## src/rtl/paralelo_serial_param_pkg.sv

```systemverilog
// Shared definitions for the parallel-to-serial converter: FSM states, default idle word, frame length.
// Define PS_PARITY_EN to append one even-parity bit to every frame.
package paralelo_serial_param_pkg;

    typedef enum logic [1:0] {
        ST_INIT = 2'd0,
        ST_IDLE = 2'd1,
        ST_DATA = 2'd2
    } ps_state_t;

    // K28.5-style comma keeps the lane toggling when no data is queued
    localparam logic [7:0] DEFAULT_IDLE_WORD = 8'hBC;

`ifdef PS_PARITY_EN
    localparam int PARITY_BITS = 1;
`else
    localparam int PARITY_BITS = 0;
`endif

    function automatic int frame_len(input int width);
        return width + PARITY_BITS;
    endfunction

endpackage

```

## src/rtl/paralelo_serial_param_fifo.sv

```systemverilog
// ps_fifo: small synchronous FIFO with push/pop/full/empty/level, pointers wrapping modulo DEPTH.
// Push while full and pop while empty are ignored.
module ps_fifo #(
    parameter int WIDTH = 8,
    parameter int DEPTH = 4
) (
    input  logic                             clk_32f,
    input  logic                             reset,
    input  logic                             push,
    input  logic                             pop,
    input  logic [WIDTH-1:0]                 wr_data,
    output logic [WIDTH-1:0]                 rd_data,
    output logic                             full,
    output logic                             empty,
    output logic [$clog2(DEPTH+1)-1:0]       level
);

    localparam int AW = $clog2(DEPTH);
    localparam int LW = $clog2(DEPTH+1);

    logic [WIDTH-1:0] mem [DEPTH];
    logic [AW-1:0]    wr_ptr;
    logic [AW-1:0]    rd_ptr;
    logic             do_push;
    logic             do_pop;

    assign do_push = push && !full;
    assign do_pop  = pop && !empty;
    assign full    = (level == LW'(DEPTH));
    assign empty   = (level == '0);
    assign rd_data = mem[rd_ptr];

    always_ff @(posedge clk_32f) begin
        if (do_push)
            mem[wr_ptr] <= wr_data;
    end

    always_ff @(posedge clk_32f or negedge reset) begin
        if (!reset) begin
            wr_ptr <= '0;
            rd_ptr <= '0;
            level  <= '0;
        end else begin
            if (do_push)
                wr_ptr <= wr_ptr + AW'(1);
            if (do_pop)
                rd_ptr <= rd_ptr + AW'(1);
            if (do_push && !do_pop)
                level <= level + LW'(1);
            else if (do_pop && !do_push)
                level <= level - LW'(1);
        end
    end

endmodule

```

## src/rtl/paralelo_serial_param.sv

```systemverilog
// Parametrised parallel-to-serial converter: FIFO-buffered words shifted out one bit per clk_32f,
// idle word inserted when the FIFO is empty. Optional parity bit when PS_PARITY_EN is defined.
module paralelo_serial_param
    import paralelo_serial_param_pkg::*;
#(
    parameter int               WIDTH     = 8,
    parameter int               DEPTH     = 4,
    parameter logic [WIDTH-1:0] IDLE_WORD = WIDTH'(DEFAULT_IDLE_WORD)
) (
    input  logic                         clk_32f,
    input  logic                         reset,
    input  logic [WIDTH-1:0]             data_in,
    input  logic                         valid_in,
    output logic                         ready_out,
    input  logic                         msb_first,
    output logic                         data_out,
    output logic                         frame_start,
    output logic                         data_active,
    output logic [$clog2(DEPTH+1)-1:0]   fifo_level
);

    localparam int FLEN = frame_len(WIDTH);
    localparam int CW   = $clog2(FLEN+1);
    localparam int LW   = $clog2(DEPTH+1);

    ps_state_t        state;
    ps_state_t        next_state;
    logic [CW-1:0]    bit_cnt;
    logic [WIDTH-1:0] shreg;
    logic             msb_reg;
    logic             frame_load;
    logic             fifo_push;
    logic             fifo_pop;
    logic             fifo_full;
    logic             fifo_empty;
    logic [WIDTH-1:0] fifo_rd_data;
    logic [WIDTH-1:0] load_word;
    logic [LW-1:0]    level_next;
`ifdef PS_PARITY_EN
    logic             parity_reg;
`endif

    ps_fifo #(.WIDTH(WIDTH), .DEPTH(DEPTH)) u_fifo (
        .clk_32f (clk_32f),
        .reset   (reset),
        .push    (fifo_push),
        .pop     (fifo_pop),
        .wr_data (data_in),
        .rd_data (fifo_rd_data),
        .full    (fifo_full),
        .empty   (fifo_empty),
        .level   (fifo_level)
    );

    assign fifo_push  = valid_in && ready_out && !fifo_full;
    assign load_word  = fifo_pop ? fifo_rd_data : IDLE_WORD;
    assign level_next = fifo_level + LW'(fifo_push) - LW'(fifo_pop);

    always_ff @(posedge clk_32f or negedge reset) begin
        if (!reset)
            state <= ST_INIT;
        else
            state <= next_state;
    end

    always_comb begin
        next_state = state;
        if (frame_load)
            next_state = fifo_empty ? ST_IDLE : ST_DATA;
    end

    // The first edge out of reset behaves like a frame boundary
    always_comb begin
        frame_load  = (state == ST_INIT) || (bit_cnt == CW'(FLEN-1));
        fifo_pop    = frame_load && !fifo_empty;
        data_active = (state == ST_DATA);
    end

    always_ff @(posedge clk_32f or negedge reset) begin
        if (!reset) begin
            ready_out   <= 1'b0;
            bit_cnt     <= '0;
            shreg       <= '0;
            msb_reg     <= 1'b0;
            data_out    <= 1'b0;
            frame_start <= 1'b0;
`ifdef PS_PARITY_EN
            parity_reg  <= 1'b0;
`endif
        end else begin
            ready_out <= (level_next < LW'(DEPTH));
            if (frame_load) begin
                bit_cnt     <= '0;
                frame_start <= 1'b1;
                msb_reg     <= msb_first;
                data_out    <= msb_first ? load_word[WIDTH-1] : load_word[0];
                shreg       <= msb_first ? (load_word << 1) : (load_word >> 1);
`ifdef PS_PARITY_EN
                parity_reg  <= ^load_word;
`endif
            end else begin
                bit_cnt     <= bit_cnt + CW'(1);
                frame_start <= 1'b0;
`ifdef PS_PARITY_EN
                if (bit_cnt == CW'(WIDTH-1)) begin
                    data_out <= parity_reg;
                end else begin
                    data_out <= msb_reg ? shreg[WIDTH-1] : shreg[0];
                    shreg    <= msb_reg ? (shreg << 1) : (shreg >> 1);
                end
`else
                data_out <= msb_reg ? shreg[WIDTH-1] : shreg[0];
                shreg    <= msb_reg ? (shreg << 1) : (shreg >> 1);
`endif
            end
        end
    end

endmodule

```

## config.mk

```make
export PLATFORM = sky130hd
export DESIGN_NAME = paralelo_serial_param
export DESIGN_NICKNAME = d
export VERILOG_FILES = /design/src/rtl/paralelo_serial_param_pkg.sv /design/src/rtl/paralelo_serial_param_fifo.sv /design/src/rtl/paralelo_serial_param.sv
export SDC_FILE = /design/constraint.sdc
export NUM_CORES = 1
export LEC_CHECK = 0
export CAP_MARGIN = 40
export CORE_MARGIN = 2
export CORE_UTILIZATION = 25
export CTS_BUF_LIST = sky130_fd_sc_hd__clkbuf_8
export CTS_CLUSTER_SIZE = 20
export DETAILED_ROUTE_END_ITERATION = 10
export GPL_TIMING_DRIVEN = 0
export SKIP_LAST_GASP = 1
export SLEW_MARGIN = 15
export SYNTH_ARGS = -nofsm -noshare
export SYNTH_HDL_FRONTEND = slang
export SYNTH_SLANG_ARGS = --single-unit
```

## constraint.sdc

```tcl
create_clock -name clk_32f -period 2.35 [get_ports clk_32f]
set_input_delay 0.705 -clock clk_32f [delete_from_list [all_inputs] [get_ports clk_32f]]
set_output_delay 0.705 -clock clk_32f [all_outputs]
set_load 0.02 [all_outputs]
```

==> results of run 1 <==
==> final timing paths <==
path / to / slack [ps] / from
min: bit_cnt[0]$_DFF_PN0_ / 470 / bit_cnt[0]$_DFF_PN0_
min in group asynchronous: shreg[6]$_DFF_PN0_ / 800 / reset
min reg2reg: bit_cnt[0]$_DFF_PN0_ / 470 / bit_cnt[0]$_DFF_PN0_
max reg2reg: u_fifo.level[1]$_DFFE_PN0P_ / 140 / u_fifo.level[1]$_DFFE_PN0P_
max in group asynchronous: u_fifo.level[1]$_DFFE_PN0P_ / 1000 / reset
max: u_fifo.level[2]$_DFFE_PN0P_ / 110 / valid_in
==> Yosys cell counts (2+ instances only) <==
cell type / instances
xor2_1: 5
and2_2: 4
edfxtp_1: 32
inv_1: 7
o32ai_1: 2
a21boi_0: 2
a21oi_1: 6
mux2_2: 2
ha_1: 8
buf_1: 2
a21o_1: 2
xnor2_1: 5
a22oi_1: 3
mux2i_1: 11
mux4_2: 8
clkbuf_1: 3
o22ai_1: 6
and3_1: 2
nor2b_1: 3
nor2_1: 5
dfrtp_1: 25
nand3_1: 2
==> worst reg2reg max path, cell delays in order (launching register included) <==
cell     delay (ps)
dfrtp_2         460
or3b_1          380
and3_1          200
buf_6           130
ha_1            200
inv_1            70
fa_1            400
mux2_2          260
==> cells in the final DEF, fill, tap and decap left out, types with 2 or more instances in the layout <==
cell type,n
clkdlybuf4s50_1,18
a21boi_0,2
mux2i_1,11
edfxtp_1,32
xor2_1,5
nor2_1,5
dfrtp_2,3
and2_2,4
bufinv_16,2
clkbuf_1,3
a21oi_1,5
a22oi_1,3
mux2_2,2
dfrtp_1,22
clkinvlp_4,2
mux4_2,8
buf_4,6
xnor2_1,5
inv_1,7
o32ai_1,2
nand3_1,2
o22ai_1,6
and3_1,2
buf_6,2
ha_1,8
a21o_1,2
clkbuf_8,9
nor2b_1,3
buf_1,2
==> power by group <==
group | switching, mW | internal, mW
sequential | 0.178 | 1.37
combinational | 0.733 | 0.740
clock | 0.388 | 0.585
==> metal layers <==
metal / share of wire, % / vias to the layer above / routed length, µm
met5: 0 / - / 0
met2: 45 / 29 / 2030
met4: 0.88 / 0 / 40
li1: - / 679 / -
met1: 49 / 703 / 2250
met3: 4.9 / 5 / 223
==> metrics by stage <==
| step | worst slack [ps] | TNS, ps | util (%) | instance area, µm² |
|---|---|---|---|---|
| final | 113 | 0 | 32.2 | 3130 |
| after global routing | 20.8 | 0 | 32.2 | 3130 |
| after CTS | 26.5 | 0 | 31.7 | 3080 |
| after detailed placement | -239 | -626 | 29.4 | 2860 |
| after global placement | -229 | -483 | 29.3 | 2850 |
| after floorplan | 88.7 | 0 | - | 2500 |
==> final cells by class <==
type,instances,area (µm²)
timing repair buffer,25,236
tap,133,166
clock buffer,9,124
clock inverter,6,83.8
fill,990,6600
buffer,7,35.0
sequential,57,1590
inverter,8,30.0
multi-input combinational,90,867
==> repair_timing <==
| item | in CTS | in global routing |
|---|---|---|
| pin swaps | 0 | 1 |
| gates cloned | 0 | 0 |
| setup buffers | 0 | 6 |
| setup endpoints to repair | 3 | 4 |
| resized for setup | 3 | 3 |
==> logic make-up after synthesis <==
| group | share of synthesized area (%) |
|---|---|
| buffers and inverters | 2.60 |
| adder cells (fa/ha/maj) | 4.80 |
| AO/OA/AOI/OAI | 6.85 |
| flip-flops | 63.4 |
| multiplexers | 13.1 |
| AND/OR/NAND/NOR | 5.75 |
| XOR/XNOR | 3.50 |
==> impl_metrics.tcl, run 1 <==
set metrics [dict create \
    status "finished, final reports clean" \
    holdWs_ps 470 \
    synthFlopType "edfxtp_1" \
    avgSynthCellArea_um2 15.4 \
    drtIter0Drc 68 \
    ios 19 \
    die_area_mm2 0.0108 \
    yosys_warnings 0 \
    grt_util_met1_pct 12.0 \
    grtUsageTotal_pct 8.85 \
    worstSkewPairLatency_ps 340 \
    hold_buffers 0 \
    synth_area_leader_cell "edfxtp_1" \
    wirelength_mm 4.54 \
    place_congestion 0.793 \
    start_util_pct 25.7 \
    cts.reportedPaths.clkPinSlew_ps 70 \
    p_leak_nw 1.19 \
    worst_ep_required_time_ps 2610 \
    worstPathArrival_ps 2500 \
    dp_hpwl_mm 3.02 \
    slowest_stage "clkdlybuf4s50_1" \
    netlist_instances 162 \
    synth_top_cells_by_area "edfxtp_1, dfrtp_1, mux4_2, mux2i_1, ha_1" \
    worst-path-stages 9 \
    timing.fmax_ghz 0.447 \
    cts_tree "built" \
    grt_pass1_vias 1368 \
    setup_violations 0 \
    grt_pass1_wl_mm 7.27 \
    whs_path_depth 1 \
    vias 1416 \
    numPortBuffers 18 \
    cts_sinks 57 \
    crit_path_end_kind "flop" \
    regMostFlops "u_fifo.mem" \
    cp_top_family "buffers and inverters" \
    startpoint_type "input port" \
    finalPower_mw 3.99 \
    synth_cell_types 39 \
    dieWidth_um 104 \
    crit_chain "clkdlybuf4s50_1 > and3_1 > buf_6 > ha_1 > inv_1 > fa_1 > xor2_1 > nor2_1 > xor2_1" \
    layout.nets 219 \
    rsz0062_at_grt "no" \
    htreeDepth 3 \
    viasPerCell 4.23 \
    synth_edf_count 32 \
    area_growth_pct 25.2 \
    grt_max_degree 17 \
    slew_headroom_pct 52.2 \
    antenna_found_initial 0 \
    grt_use_met3_pct 3.95 \
    period_needed_ps 2240 \
    critPathMaxFanout 7 \
    async_flop_share_pct 43.9 \
    path_class "in -> reg" \
    report.final.slew_viol_count 0 \
    cts_made_buffers 9 \
    core_mm2 0.00973 \
    min_path_type "reg -> reg" \
    crit_buf_inv 3 \
    netlist_area_mm2 0.00250 \
    cap_violations 0 \
    rows 36 \
    antennaDiodeCount 0 \
    place_inst 314 \
    syn-num-nets 183 \
    ant_nets 0 \
    reg2reg_depth 7 \
    ir_drop_mv 0.361 \
    gr-total-overflow 0 \
    grt_busiest_layer "met2" \
    post_drt_wl_per_cell_um 13.6 \
    dr.pass1.iters 4 \
    seq_area_frac_synth_pct 63.4 \
    cts-root-buf "clkbuf_8" \
    gr-usage-met2_pct 12.3 \
    worstMarginPinSlew_ps 715 \
    period_share_pct 95.2 \
    largest_reg_flops 32 \
    final_layout_size_suffix_gt1_share_pct 23.3 \
    finalHoldViolCount 0 \
    p_per_area_mw_per_mm2 1270 \
    clockBufferDepth 2 \
    drcViolationCount 0 \
    synth_top_area_share_pct 38.4 \
    cp_common_cell "xor2_1" \
    critPathMaxStageDelay_ps 470 \
    reg.largest.list "u_fifo.mem (32), shreg (8), bit_cnt (4)" \
    stdcell_count 335 \
    skew_ps 9.64 \
    fp.dieH_um 104 \
    synth_seq_cells 57 \
]
Power figures use the tool's default switching activity.
==> inputs of run 2 (changes only) <==
CTS_CLUSTER_DIAMETER = 120   (was not set)
==> results of run 2 <==
Same layout as run 1: the final DEF is identical, and so are final timing and power.
